$ cat src/rtl/ctrl_pkg.sv
// ctrl_pkg: state enum, datapath select codes, op/cmd/cond constants and cmd decode helpers for mc_control_unit
package ctrl_pkg;
  typedef enum logic [3:0] {
    S_FETCH, S_DECODE, S_MEMADR, S_MEMRD, S_MEMWB, S_MEMWR,
    S_EXECR, S_EXECI, S_ALUWB, S_BRANCH, S_MULEX, S_MULWB
  } state_t;
  localparam logic [2:0] ALU_ADD = 3'b000, ALU_SUB = 3'b001, ALU_AND = 3'b010, ALU_ORR = 3'b011;
  localparam logic [2:0] ALU_EOR = 3'b100, ALU_MUL = 3'b101, ALU_UMULL = 3'b110, ALU_SMULL = 3'b111;
  localparam logic [1:0] IMM_DP = 2'b00, IMM_MEM = 2'b01, IMM_BR = 2'b10;
  localparam logic [1:0] SRCB_REG = 2'b00, SRCB_IMM = 2'b01, SRCB_FOUR = 2'b10;
  localparam logic [1:0] RES_ALUOUT = 2'b00, RES_DATA = 2'b01, RES_ALU = 2'b10;
  localparam logic [1:0] OP_DP = 2'b00, OP_MEM = 2'b01, OP_BR = 2'b10, OP_UND = 2'b11;
  localparam logic [3:0] CMD_AND = 4'b0000, CMD_EOR = 4'b0001, CMD_SUB = 4'b0010;
  localparam logic [3:0] CMD_ADD = 4'b0100, CMD_CMP = 4'b1010, CMD_ORR = 4'b1100;
  localparam logic [3:0] COND_EQ = 4'd0, COND_NE = 4'd1, COND_CS = 4'd2, COND_CC = 4'd3;
  localparam logic [3:0] COND_MI = 4'd4, COND_PL = 4'd5, COND_VS = 4'd6, COND_VC = 4'd7;
  localparam logic [3:0] COND_HI = 4'd8, COND_LS = 4'd9, COND_GE = 4'd10, COND_LT = 4'd11;
  localparam logic [3:0] COND_GT = 4'd12, COND_LE = 4'd13, COND_AL = 4'd14, COND_NV = 4'd15;
  function automatic logic [2:0] cmd_alu(input logic [3:0] cmd);
    return (cmd == CMD_SUB || cmd == CMD_CMP) ? ALU_SUB :
           cmd == CMD_AND ? ALU_AND :
           cmd == CMD_ORR ? ALU_ORR :
           cmd == CMD_EOR ? ALU_EOR : ALU_ADD;
  endfunction
  function automatic logic cmd_writes(input logic [3:0] cmd);
    return cmd inside {CMD_ADD, CMD_SUB, CMD_AND, CMD_ORR, CMD_EOR};
  endfunction
endpackage

$ cat src/rtl/mc_control_unit_cond_check.sv
// cond_check: combinational ARM condition evaluation; ports cond[3:0], nzcv[3:0] in, pass out (NV never passes)
module cond_check
  import ctrl_pkg::*;
(
  input  logic [3:0] cond,
  input  logic [3:0] nzcv,
  output logic       pass
);
  logic n, z, c, v;
  assign {n, z, c, v} = nzcv;
  always_comb begin
    pass = 1'b0;
    case (cond)
      COND_EQ: pass = z;
      COND_NE: pass = !z;
      COND_CS: pass = c;
      COND_CC: pass = !c;
      COND_MI: pass = n;
      COND_PL: pass = !n;
      COND_VS: pass = v;
      COND_VC: pass = !v;
      COND_HI: pass = c && !z;
      COND_LS: pass = !c || z;
      COND_GE: pass = n == v;
      COND_LT: pass = n != v;
      COND_GT: pass = !z && (n == v);
      COND_LE: pass = z || (n != v);
      COND_AL: pass = 1'b1;
      default: pass = 1'b0;
    endcase
  end
endmodule

$ cat src/rtl/mc_control_unit.sv
// mc_control_unit: multicycle ARM-subset control FSM + NZCV flag register; in clk, reset (async active-low), Instr, ALUFlags; out write enables, mux selects, ALUControl, CondFlags; CTRL_MUL_LONG_EN enables UMULL/SMULL
module mc_control_unit
  import ctrl_pkg::*;
(
  input  logic        clk,
  input  logic        reset,
  input  logic [31:0] Instr,
  input  logic [3:0]  ALUFlags,
  output logic        PCWrite,
  output logic        RegWrite,
  output logic        MemWrite,
  output logic        IRWrite,
  output logic        RegWriteHi,
  output logic        AdrSrc,
  output logic        ALUSrcA,
  output logic [1:0]  RegSrc,
  output logic [1:0]  ALUSrcB,
  output logic [1:0]  ResultSrc,
  output logic [1:0]  ImmSrc,
  output logic [2:0]  ALUControl,
  output logic [3:0]  CondFlags
);
  state_t state;
  logic [3:0] flags;
  logic [3:0] cmd;
  logic [1:0] op;
  logic pass, mul, long_ok, hi, pcw, rw, mw, irw, hiw, unused;
  assign op = Instr[27:26];
  assign cmd = Instr[24:21];
  assign mul = Instr[27:24] == 4'd0 && Instr[7:4] == 4'b1001;
  assign unused = ^{Instr[19:8], Instr[3:0]};
  assign CondFlags = flags;
`ifdef CTRL_MUL_LONG_EN
  assign long_ok = 1'b1;
  assign hi = Instr[23];
`else
  assign long_ok = !Instr[23];
  assign hi = 1'b0;
`endif
  cond_check u_cond (.cond(Instr[31:28]), .nzcv(flags), .pass(pass));
  always_ff @(posedge clk or negedge reset)
    if (!reset) begin
      state <= S_FETCH;
      flags <= '0;
    end else begin
      if ((state == S_EXECR || state == S_EXECI) && (Instr[20] || cmd == CMD_CMP))
        flags <= ALUFlags;
      case (state)
        S_FETCH:          state <= S_DECODE;
        S_DECODE:         state <= !pass ? S_FETCH :
                                   mul ? (long_ok ? S_MULEX : S_FETCH) :
                                   op == OP_MEM ? S_MEMADR :
                                   op == OP_BR ? S_BRANCH :
                                   op == OP_DP ? (Instr[25] ? S_EXECI : S_EXECR) : S_FETCH;
        S_MEMADR:         state <= Instr[20] ? S_MEMRD : S_MEMWR;
        S_MEMRD:          state <= S_MEMWB;
        S_EXECR, S_EXECI: state <= S_ALUWB;
        S_MULEX:          state <= S_MULWB;
        default:          state <= S_FETCH;
      endcase
    end
  always_comb begin
    {pcw, rw, mw, irw, hiw, AdrSrc, ALUSrcA} = '0;
    RegSrc = 2'b00;
    ALUSrcB = SRCB_REG;
    ResultSrc = RES_ALUOUT;
    ImmSrc = IMM_DP;
    ALUControl = ALU_ADD;
    case (state)
      S_FETCH: begin
        irw = 1'b1;
        pcw = 1'b1;
        ALUSrcA = 1'b1;
        ALUSrcB = SRCB_FOUR;
        ResultSrc = RES_ALU;
      end
      S_DECODE: begin
        ALUSrcA = 1'b1;
        ALUSrcB = SRCB_FOUR;
        ResultSrc = RES_ALU;
        RegSrc = {op == OP_MEM && !Instr[20], op == OP_BR};
      end
      S_MEMADR: begin
        ALUSrcB = SRCB_IMM;
        ImmSrc = IMM_MEM;
        ALUControl = Instr[23] ? ALU_ADD : ALU_SUB;
      end
      S_MEMRD: AdrSrc = 1'b1;
      S_MEMWB: begin
        ResultSrc = RES_DATA;
        rw = 1'b1;
      end
      S_MEMWR: begin
        AdrSrc = 1'b1;
        mw = 1'b1;
      end
      S_EXECR: ALUControl = cmd_alu(cmd);
      S_EXECI: begin
        ALUSrcB = SRCB_IMM;
        ALUControl = cmd_alu(cmd);
      end
      S_ALUWB: rw = cmd_writes(cmd);
      S_BRANCH: begin
        ALUSrcB = SRCB_IMM;
        ImmSrc = IMM_BR;
        ResultSrc = RES_ALU;
        pcw = 1'b1;
      end
      S_MULEX: ALUControl = Instr[23] ? {2'b11, Instr[22]} : ALU_MUL;
      S_MULWB: begin
        rw = 1'b1;
        hiw = hi;
      end
      default: ;
    endcase
  end
  // reset gates the enables combinationally so an aborted instruction cannot write
  assign PCWrite = reset && pcw;
  assign RegWrite = reset && rw;
  assign MemWrite = reset && mw;
  assign IRWrite = reset && irw;
  assign RegWriteHi = reset && hiw;
endmodule

$ cat config.mk
export PLATFORM = sky130hd
export DESIGN_NAME = mc_control_unit
export DESIGN_NICKNAME = d
export VERILOG_FILES = /design/src/rtl/ctrl_pkg.sv /design/src/rtl/mc_control_unit_cond_check.sv /design/src/rtl/mc_control_unit.sv
export SDC_FILE = /design/constraint.sdc
export NUM_CORES = 1
export LEC_CHECK = 0
export CAP_MARGIN = 20
export CORE_MARGIN = 2
export CORE_UTILIZATION = 34
export CTS_CLUSTER_DIAMETER = 200
export CTS_CLUSTER_SIZE = 14
export DETAILED_ROUTE_END_ITERATION = 7
export PLACE_DENSITY = 0.79
export SYNTH_ARGS = -nofsm -noshare
export SYNTH_HDL_FRONTEND = slang
export SYNTH_SLANG_ARGS = --single-unit
$ cat constraint.sdc
create_clock -name clk -period 2.1 [get_ports clk]
set_clock_uncertainty 0.2 [all_clocks]
set_input_delay 0.315 -clock clk [delete_from_list [all_inputs] [get_ports clk]]
set_output_delay 0.315 -clock clk [all_outputs]
set_load 0.01 [all_outputs]
[Yosys cells after proc, flatten, opt, wreduce, memory -nomap -nowiden]
Index checks and enable logic that the tools add are counted.
Word-level totals
  output and inout bits: 22
  register bits after elaboration: 8
  word-level logic and storage cells: 96
  bits of input ports: 38
Operators by class
  multiplexer cells: 27
  equality and inequality tests: 35
  reduce and logical (&&, ||, !) cells: 32
Operators with widths (count)
  4-bit equality test (second input constant): 14
  4-bit by 3-bit equality test with 1-bit output (second input constant): 9
  4-bit one-hot mux with 6 select lines: 1
  4-bit by 2-bit equality test with 1-bit output (second input constant): 5
  4-bit two-way mux: 5
  3-bit two-way mux: 6
  4-bit logical NOT: 4
  1-bit one-hot mux with 15 select lines: 1
  4-bit by 1-bit equality test with 1-bit output (second input constant): 3
  2-bit one-hot mux with 2 select lines: 3
  2-bit OR reduction: 5
  1-bit logical AND: 9
  3-bit one-hot mux with 3 select lines: 1
  1-bit two-way mux: 7
  3-bit OR reduction: 2
  1-bit logical NOT: 5
  1-bit logical OR: 5
  5-bit nonzero test: 1
  2-bit two-way mux: 2
  2-bit by 1-bit equality test with 1-bit output (second input constant): 1
  2-bit equality test (second input constant): 1
  2-bit logical NOT: 1
  1-bit one-hot mux with 2 select lines: 1
  1-bit equality test: 1
  1-bit != test: 1

[Longest topological paths before layout]
Gate-level depths: netlist (run 1).
  depth in word-level cells: 7
  gate-level depth with buffers: 6

[Hierarchy]
From an unflattened synthesis (run 1), not the netlist that was laid out.
Second synthesis, totals
  cells, all modules: 118
  area total of the unflattened synthesis: 998.5 sq um
By module, submodules not included
  mc_control_unit: seq. area each 200.2 sq um, area an instance 804.5 sq um, cells an instance 90, times used 1
  cond_check: seq. area each 0.0 sq um, area an instance 193.9 sq um, cells an instance 28, times used 1

[Worst setup path before layout (run 1)]
No wires, ideal clock.
  kind: register -> register
  from: register flags[0], in the netlist CondFlags[0]
  to: register state[3]
  data arrival time: 1.557 ns
  clock period less this slack: 1.902 ns
  slack: 0.198 ns
  cell stages (with the launch flop): 6
  setup time: 0.146 ns
  required time: 1.754 ns
  path through: dfrtp_1 xnor2_2 a31oi_1 a311o_1 a211oi_2 o221ai_1
Between the ends
  cells in the longest elaborated chain, start to end: 5
Ends and longest elaborated chain
  from (decl): line mc_control_unit.sv:24  | logic [3:0] flags;
  from (signal assigned): line mc_control_unit.sv:47  | flags <= ALUFlags;
  1-bit != test / 1-bit equality test (equally long branches)
  1-bit logical OR / 1-bit logical AND (equally long branches): line mc_control_unit_cond_check.sv:27, mc_control_unit_cond_check.sv:26
  1-bit one-hot mux with 15 select lines (*): line mc_control_unit_cond_check.sv:13  | case (cond)
  4-bit two-way mux (*): line mc_control_unit.sv:50  | S_DECODE: state <= !pass ? S_FETCH :
  4-bit one-hot mux with 6 select lines (*): line mc_control_unit.sv:48  | case (state)
  to (signal assigned): line mc_control_unit.sv:50
  to (signal assigned): line mc_control_unit.sv:55  | S_MEMADR: state <= Instr[20] ? S_MEMRD : S_MEMWR;
  to (decl): line mc_control_unit.sv:23  | state_t state;
Every way passes the cells marked *; elsewhere a longest branch is shown, timed or not.
A chain may end at the register's enable or synchronous reset.

[Final worst setup path (run 1)]
  from: register state[2]
  to: output ALUControl[2]
Between the ends
  cells in the longest elaborated chain, start to end: 3
Ends and longest elaborated chain
  4-bit by 3-bit equality test with 1-bit output: line mc_control_unit.sv:69  | case (state)
  2-bit OR reduction (no line)
  3-bit one-hot mux with 3 select lines (*): line mc_control_unit.sv:69
  to (decl): line mc_control_unit.sv:20  | output logic [2:0] ALUControl,
Marked as above.

==> results.ini, run 1 <==
[cells_and_area]
drive_gt1_share_pct = 51.8
fill_cells = 160
synthToLayoutAreaGrowth_pct = 116
fin_area_sq_um = 1790
stdcell_count = 225
antenna_cells = 0
nets = 237
fin_util_pct = 79.4

[clock_tree]
htreeDepth = 1
cts_tree = yes
numCtsBuffers = 3
cts_root_buf = clkbuf_4
clockBufferDepth = 2
cts-hold-fix-buffers = 0
cts.sinks = 8
clk_pin_slew_worst_paths_ns = 0.06
insertion_delay_ns = 0.27

[floorplan]
die_height_um = 53.4
placementRows = 17
ios = 60
dieArea_sq_um = 2850
core_sq_um = 2250
start_util_pct = 36.8
die-width_um = 53.4

[detailed_routing]
drt-initial-drc-count = 39
wire_per_inst_um = 17.1
drc = 0
vias = 1249
viasPerCell = 5.55
drtAntennaViolNets = 0
routed_wl_um = 3840
firstDrtPassIters = 4

[worst_setup_path]
cp_max_fo = 2
path_class = reg -> out
worstPathRequired_ns = 1.58
max_stage_delay_ns = 0.44
crit_path_top_delay_cell = or4_4
start_kind = register
endpoint_kind = output pin
reg2reg_from = CondFlags[0]$_DFFE_PN0P_
cp_cell_sequence = nor2b_4 -> nand2_2 -> or4_4 -> o22ai_2 -> buf_2
crit_path_start = state[2]$_DFF_PN0_
cp.arrival_ns = 1.72

[timing]
final-max-slew-violation-count = 0
holdWs_ns = 0.203
setup_viol = 9
min_period_over_period_pct = 106
fmax_ghz = 0.448
period_needed_ns = 2.23
hold_viol_final = 0
rsz0062_at_grt = true
worst_slack_ns = -0.134
setup_tns_ns = -0.578

[placed_design]
port_buffers = 42
hpwl_um = 2410
place.gp.congestion = 0.795
placed_cell_area_sq_um = 1500
dp_cells = 202
place_ws_ns = -0.502

[run]
cap_violations = 0

[global_routing]
grt.total_usage_pct = 28.2
antenna_found_initial = 0
first_global_vias = 1241
grt_overflow_total = 0
grt_pass1_wl_um = 5650
grt_max_degree = 9

[yosys]
yosysTopAreaCell = dfrtp_1
synth_most_common_cell = nor3_1
ys_top_cells_by_count = nor3_1 (10), dfrtp_1 (8), nor2_1 (8), nand2_1 (7), o21ai_0 (7)
syn-num-nets = 144
avgSynthCellArea_sq_um = 7.83
yosys_register_bits = 8
syn_area_sq_um = 830
syn_inst = 106
synth_edf_count = 0
synth_cell_types = 41
synth_top_area_share_pct = 24.1
synth-async-reset-ratio_pct = 100
ys_dominant_reg_cell = dfrtp_1
yosysWarningCount = 0
synth-seq-area-share_pct = 24.1
synthTopCellsByArea = dfrtp_1 (24%), nor4b_1 (6.3%), nor3_1 (6.0%)

[power]
clkPwrFrac_pct = 6.9
power.share.sequential_pct = 15.0
p_int_mw = 1.04
switching_share_pct = 43.1
pwr_density_cell_nw_per_um2 = 1020
p_leak_nw = 0.823
total_power_mw = 1.83
p_switching_mw = 0.790
peakVddDrop_uv = 713
power_frac_comb_pct = 78.2

[status]
violations = negative setup slack
status = finished, violations left

[worst_hold_path]
hp-class = in -> async

## cell families (layout without fill, tap and decap cells)
group / count (synthesis) / in the layout / share of synthesized area, %
buffers and inverters: 13 / 104 / 7.24
AO/OA/AOI/OAI: 29 / 29 / 24.3
flip-flops: 8 / 8 / 24.1
XOR/XNOR: 3 / 3 / 4.07
other: 1 / 1 / 0.452
AND/OR/NAND/NOR: 46 / 46 / 31.4
multiplexers: 6 / 6 / 8.45
## sequential cells by signal, summed over array words and instances, names as in the netlist
register   count
CondFlags      4
state          4
## path summary, 6_finish.rpt
| check | to | slack (ns) | cells past startpoint |
|---|---|---|---|
| worst max-delay path | ALUControl[2] | -0.13 | 5 |
| worst min-delay path | state[3]$_DFF_PN0_ | 0.20 | 2 |
| worst max register to register | state[3]$_DFF_PN0_ | 0.06 | 5 |
| worst min register to register | CondFlags[1]$_DFFE_PN0P_ | 0.41 | 1 |
| max in group asynchronous | CondFlags[0]$_DFFE_PN0P_ | 1.36 | 2 |
| min in group clk | CondFlags[1]$_DFFE_PN0P_ | 0.41 | 1 |
## placed cells by master, fill, tap and decap left out, types with 5 or more instances in the layout
cell             synthesis  routed
nand2_1                  7       5
buf_4                    1      45
dfrtp_1                  8       7
inv_1                    6       6
nor3_1                  10       6
nor2_1                   8       6
dlygate4sd2_1            0       8
buf_2                    0       8
clkdlybuf4s50_1          0      20
buf_6                    1       8
a21oi_1                  5       5
## critical path: cells and delay by family (launching register included)
| family | cells | cell delay, ns |
|---|---|---|
| AOI/OAI and AO/OA | 1 | 0.15 |
| buffers and inverters | 1 | 0.15 |
| DFF | 1 | 0.40 |
| and+or+nand+nor | 3 | 0.75 |
## layer usage
layer | vias to the layer above | wire length, um | global-route usage (%)
li1 | 575 | - | -
met5 | - | 0 | 0
met2 | 60 | 2140 | 54.7
met4 | 0 | 102 | 13.7
met1 | 598 | 1390 | 28.6
met3 | 16 | 211 | 3.95
## area by class of cell
type                            count  area, sq um  share of cell area [%]
Inverter                            6         22.5                    1.26
Sequential cell                     8          201                    11.3
Tap cell                           28         35.0                    1.96
Timing Repair Buffer               95          790                    44.1
Multi-Input combinational cell     85          719                    40.2
Clock buffer                        3         22.5                    1.26
## power groups by stage
stage	Clock [mW]	Combinational, mW	Sequential, mW
2_1_floorplan	0	0.478	0.263
3_3_place_gp	0	1.02	0.267
3_5_place_dp	0	1.04	0.274
4_1_cts	0.120	1.18	0.266
5_1_grt	0.129	1.52	0.284
6_report	0.126	1.43	0.275
## what timing repair did
item | CTS | global route
pin swaps | 4 | 7
buffers inserted | 12 | 8
setup endpoints to repair | 18 | 17
gates resized for setup | 67 | 37
Note: power is estimated with default switching activity, not from simulation.
==> inputs of run 2 (changes only) <==
--- a/config.mk
+++ b/config.mk
@@ -6,9 +6,10 @@
 export NUM_CORES = 1
 export LEC_CHECK = 0
 export CAP_MARGIN = 20
+export CORE_ASPECT_RATIO = 1.75
 export CORE_MARGIN = 2
 export CORE_UTILIZATION = 34
-export CTS_CLUSTER_DIAMETER = 200
+export CTS_CLUSTER_DIAMETER = 150
 export CTS_CLUSTER_SIZE = 14
 export DETAILED_ROUTE_END_ITERATION = 7
 export PLACE_DENSITY = 0.79
==> run 2 against run 1 <==
- the run still ends with negative setup slack left
- fmax up 4.6%
- sequential share of layout area grew 1.4 points
- wire length is 14% lower
- critical path depth stayed put
- largest power group unchanged
==> results.ini, run 2 (same netlist as run 1, synthesis figures left out) <==
[power]
switching_share_pct = 41.3
peakVddDrop_uv = 591
pwr_density_cell_nw_per_um2 = 1010
power_frac_comb_pct = 71.1
p_int_mw = 0.940
p_switching_mw = 0.661
total_power_mw = 1.60
p_leak_nw = 0.746
power.share.sequential_pct = 17.1
clkPwrFrac_pct = 11.7

[global_routing]
grt.total_usage_pct = 24.6
antenna_found_initial = 0
first_global_vias = 1234
grt_max_degree = 14
grt_overflow_total = 0
grt_pass1_wl_um = 5120

[placed_design]
port_buffers = 42
dp_cells = 195
hpwl_um = 2530
place_ws_ns = -0.475
placed_cell_area_sq_um = 1460
place.gp.congestion = 0.894

[clock_tree]
htreeDepth = 1
cts_tree = yes
clockBufferDepth = 2
insertion_delay_ns = 0.23
clk_pin_slew_worst_paths_ns = 0.04
numCtsBuffers = 3
cts_root_buf = clkbuf_8
cts.sinks = 8

[floorplan]
die_height_um = 69.3
placementRows = 23
die-width_um = 41.3
ios = 60
start_util_pct = 36.0
dieArea_sq_um = 2870
core_sq_um = 2300

[cells_and_area]
layout_commonest_cell = buf_4
fin_area_sq_um = 1580
stdcell_count = 204
fill_cells = 197
drive_gt1_share_pct = 36.9
layout_common_cells = buf_4 (34), clkdlybuf4s50_1 (20), dlygate4sd2_1 (12)
nets = 219
antenna_cells = 0
synthToLayoutAreaGrowth_pct = 90.3

[status]
status = finished, violations left
violations = negative setup slack

[timing]
period_needed_ns = 2.14
setup_viol = 2
holdWs_ns = 0.330
max-slew-margin-rel_pct = 62.6
worst_slack_ns = -0.0350
tightest_slew_ns = 0.554
final-max-slew-violation-count = 0
fmax_ghz = 0.468
hold_viol_final = 0
rsz0062_at_grt = true
min_period_over_period_pct = 102

[detailed_routing]
wire_per_inst_um = 16.3
vias = 1152
drt-initial-drc-count = 31
routed_wl_um = 3320
viasPerCell = 5.65
firstDrtPassIters = 4
drc = 0
drtAntennaViolNets = 0

[worst_setup_path]
crit_path_start = state[3]$_DFF_PN0_
reg2reg_from = CondFlags[3]$_DFFE_PN0P_
crit_path_top_delay_cell = or4_4
max_stage_delay_ns = 0.44
cp_cell_sequence = nor2b_2 -> nand2_2 -> or4_4 -> o22ai_2 -> buf_2
cp_max_fo = 3
start_kind = register
endpoint_kind = output pin
path_class = reg -> out
crit_buf_inv = 1
cp.arrival_ns = 1.62
worstPathRequired_ns = 1.58
critPathTopFamily = simple AND/OR/NAND/NOR gates

[worst_hold_path]
hp-class = in -> async

[run]
cap_violations = 0

## run 2: path summary, 6_finish.rpt
path                                             to  slack, ns  cells after the start
max reg2reg                      state[3]$_DFF_PN0_       0.05                      5
min                              state[2]$_DFF_PN0_       0.33                      3
max                                   ALUControl[2]      -0.04                      5
min in group clk           CondFlags[1]$_DFFE_PN0P_       0.39                      1
max in group asynchronous  CondFlags[1]$_DFFE_PN0P_       1.24                      3
min reg2reg                CondFlags[1]$_DFFE_PN0P_       0.39                      1
## run 2: layout make-up
type / count / area, sq um / share of cell area, %
Timing Repair Buffer: 77 / 649 / 41.1
Multi-Input combinational cell: 85 / 634 / 40.2
Sequential cell: 8 / 200 / 12.7
Clock buffer: 3 / 41.3 / 2.61
Tap cell: 25 / 31.3 / 1.98
Inverter: 6 / 22.5 / 1.43
## run 2: per-stage QoR
| step | util (%) | TNS, ns |
|---|---|---|
| finish | 68.6 | -0.0516 |
| global route | 68.6 | -0.252 |
| global placement | 63.5 | -3.14 |
| CTS | 65.9 | -0.0887 |
| floorplan | - | 0 |
| detailed placement | 63.5 | -3.55 |
## run 2: worst min-delay path: cells and delay by family
family                 cells  cell delay [ns]
buffers and inverters      3             0.79
## run 2: metal layers
metal	up-vias	global-route usage, %	part of all wire [%]
li1	540	-	-
met1	564	23.1	34
met5	-	0	0
met2	36	45.5	60
met4	0	9.32	2.3
met3	12	5.45	3.7
## run 2: what timing repair did
item | in CTS | in global routing
cloned | 0 | 0
buffers inserted | 1 | 5
resized for setup | 46 | 12
endpoints found under the setup margin | 18 | 11
hold buffers | 0 | 0
pin swaps | 2 | 6
hold endpoints to repair | 0 | 0
## run 2: power by group through the flow
| stage | sequential (mW) | combinational [mW] | clock, mW |
|---|---|---|---|
| final | 0.274 | 1.14 | 0.188 |
| after global routing | 0.283 | 1.22 | 0.200 |
| after CTS | 0.269 | 1.05 | 0.190 |
| after detailed placement | 0.268 | 1.07 | 0 |
| after global placement | 0.264 | 1.05 | 0 |
| after floorplan | 0.263 | 0.478 | 0 |
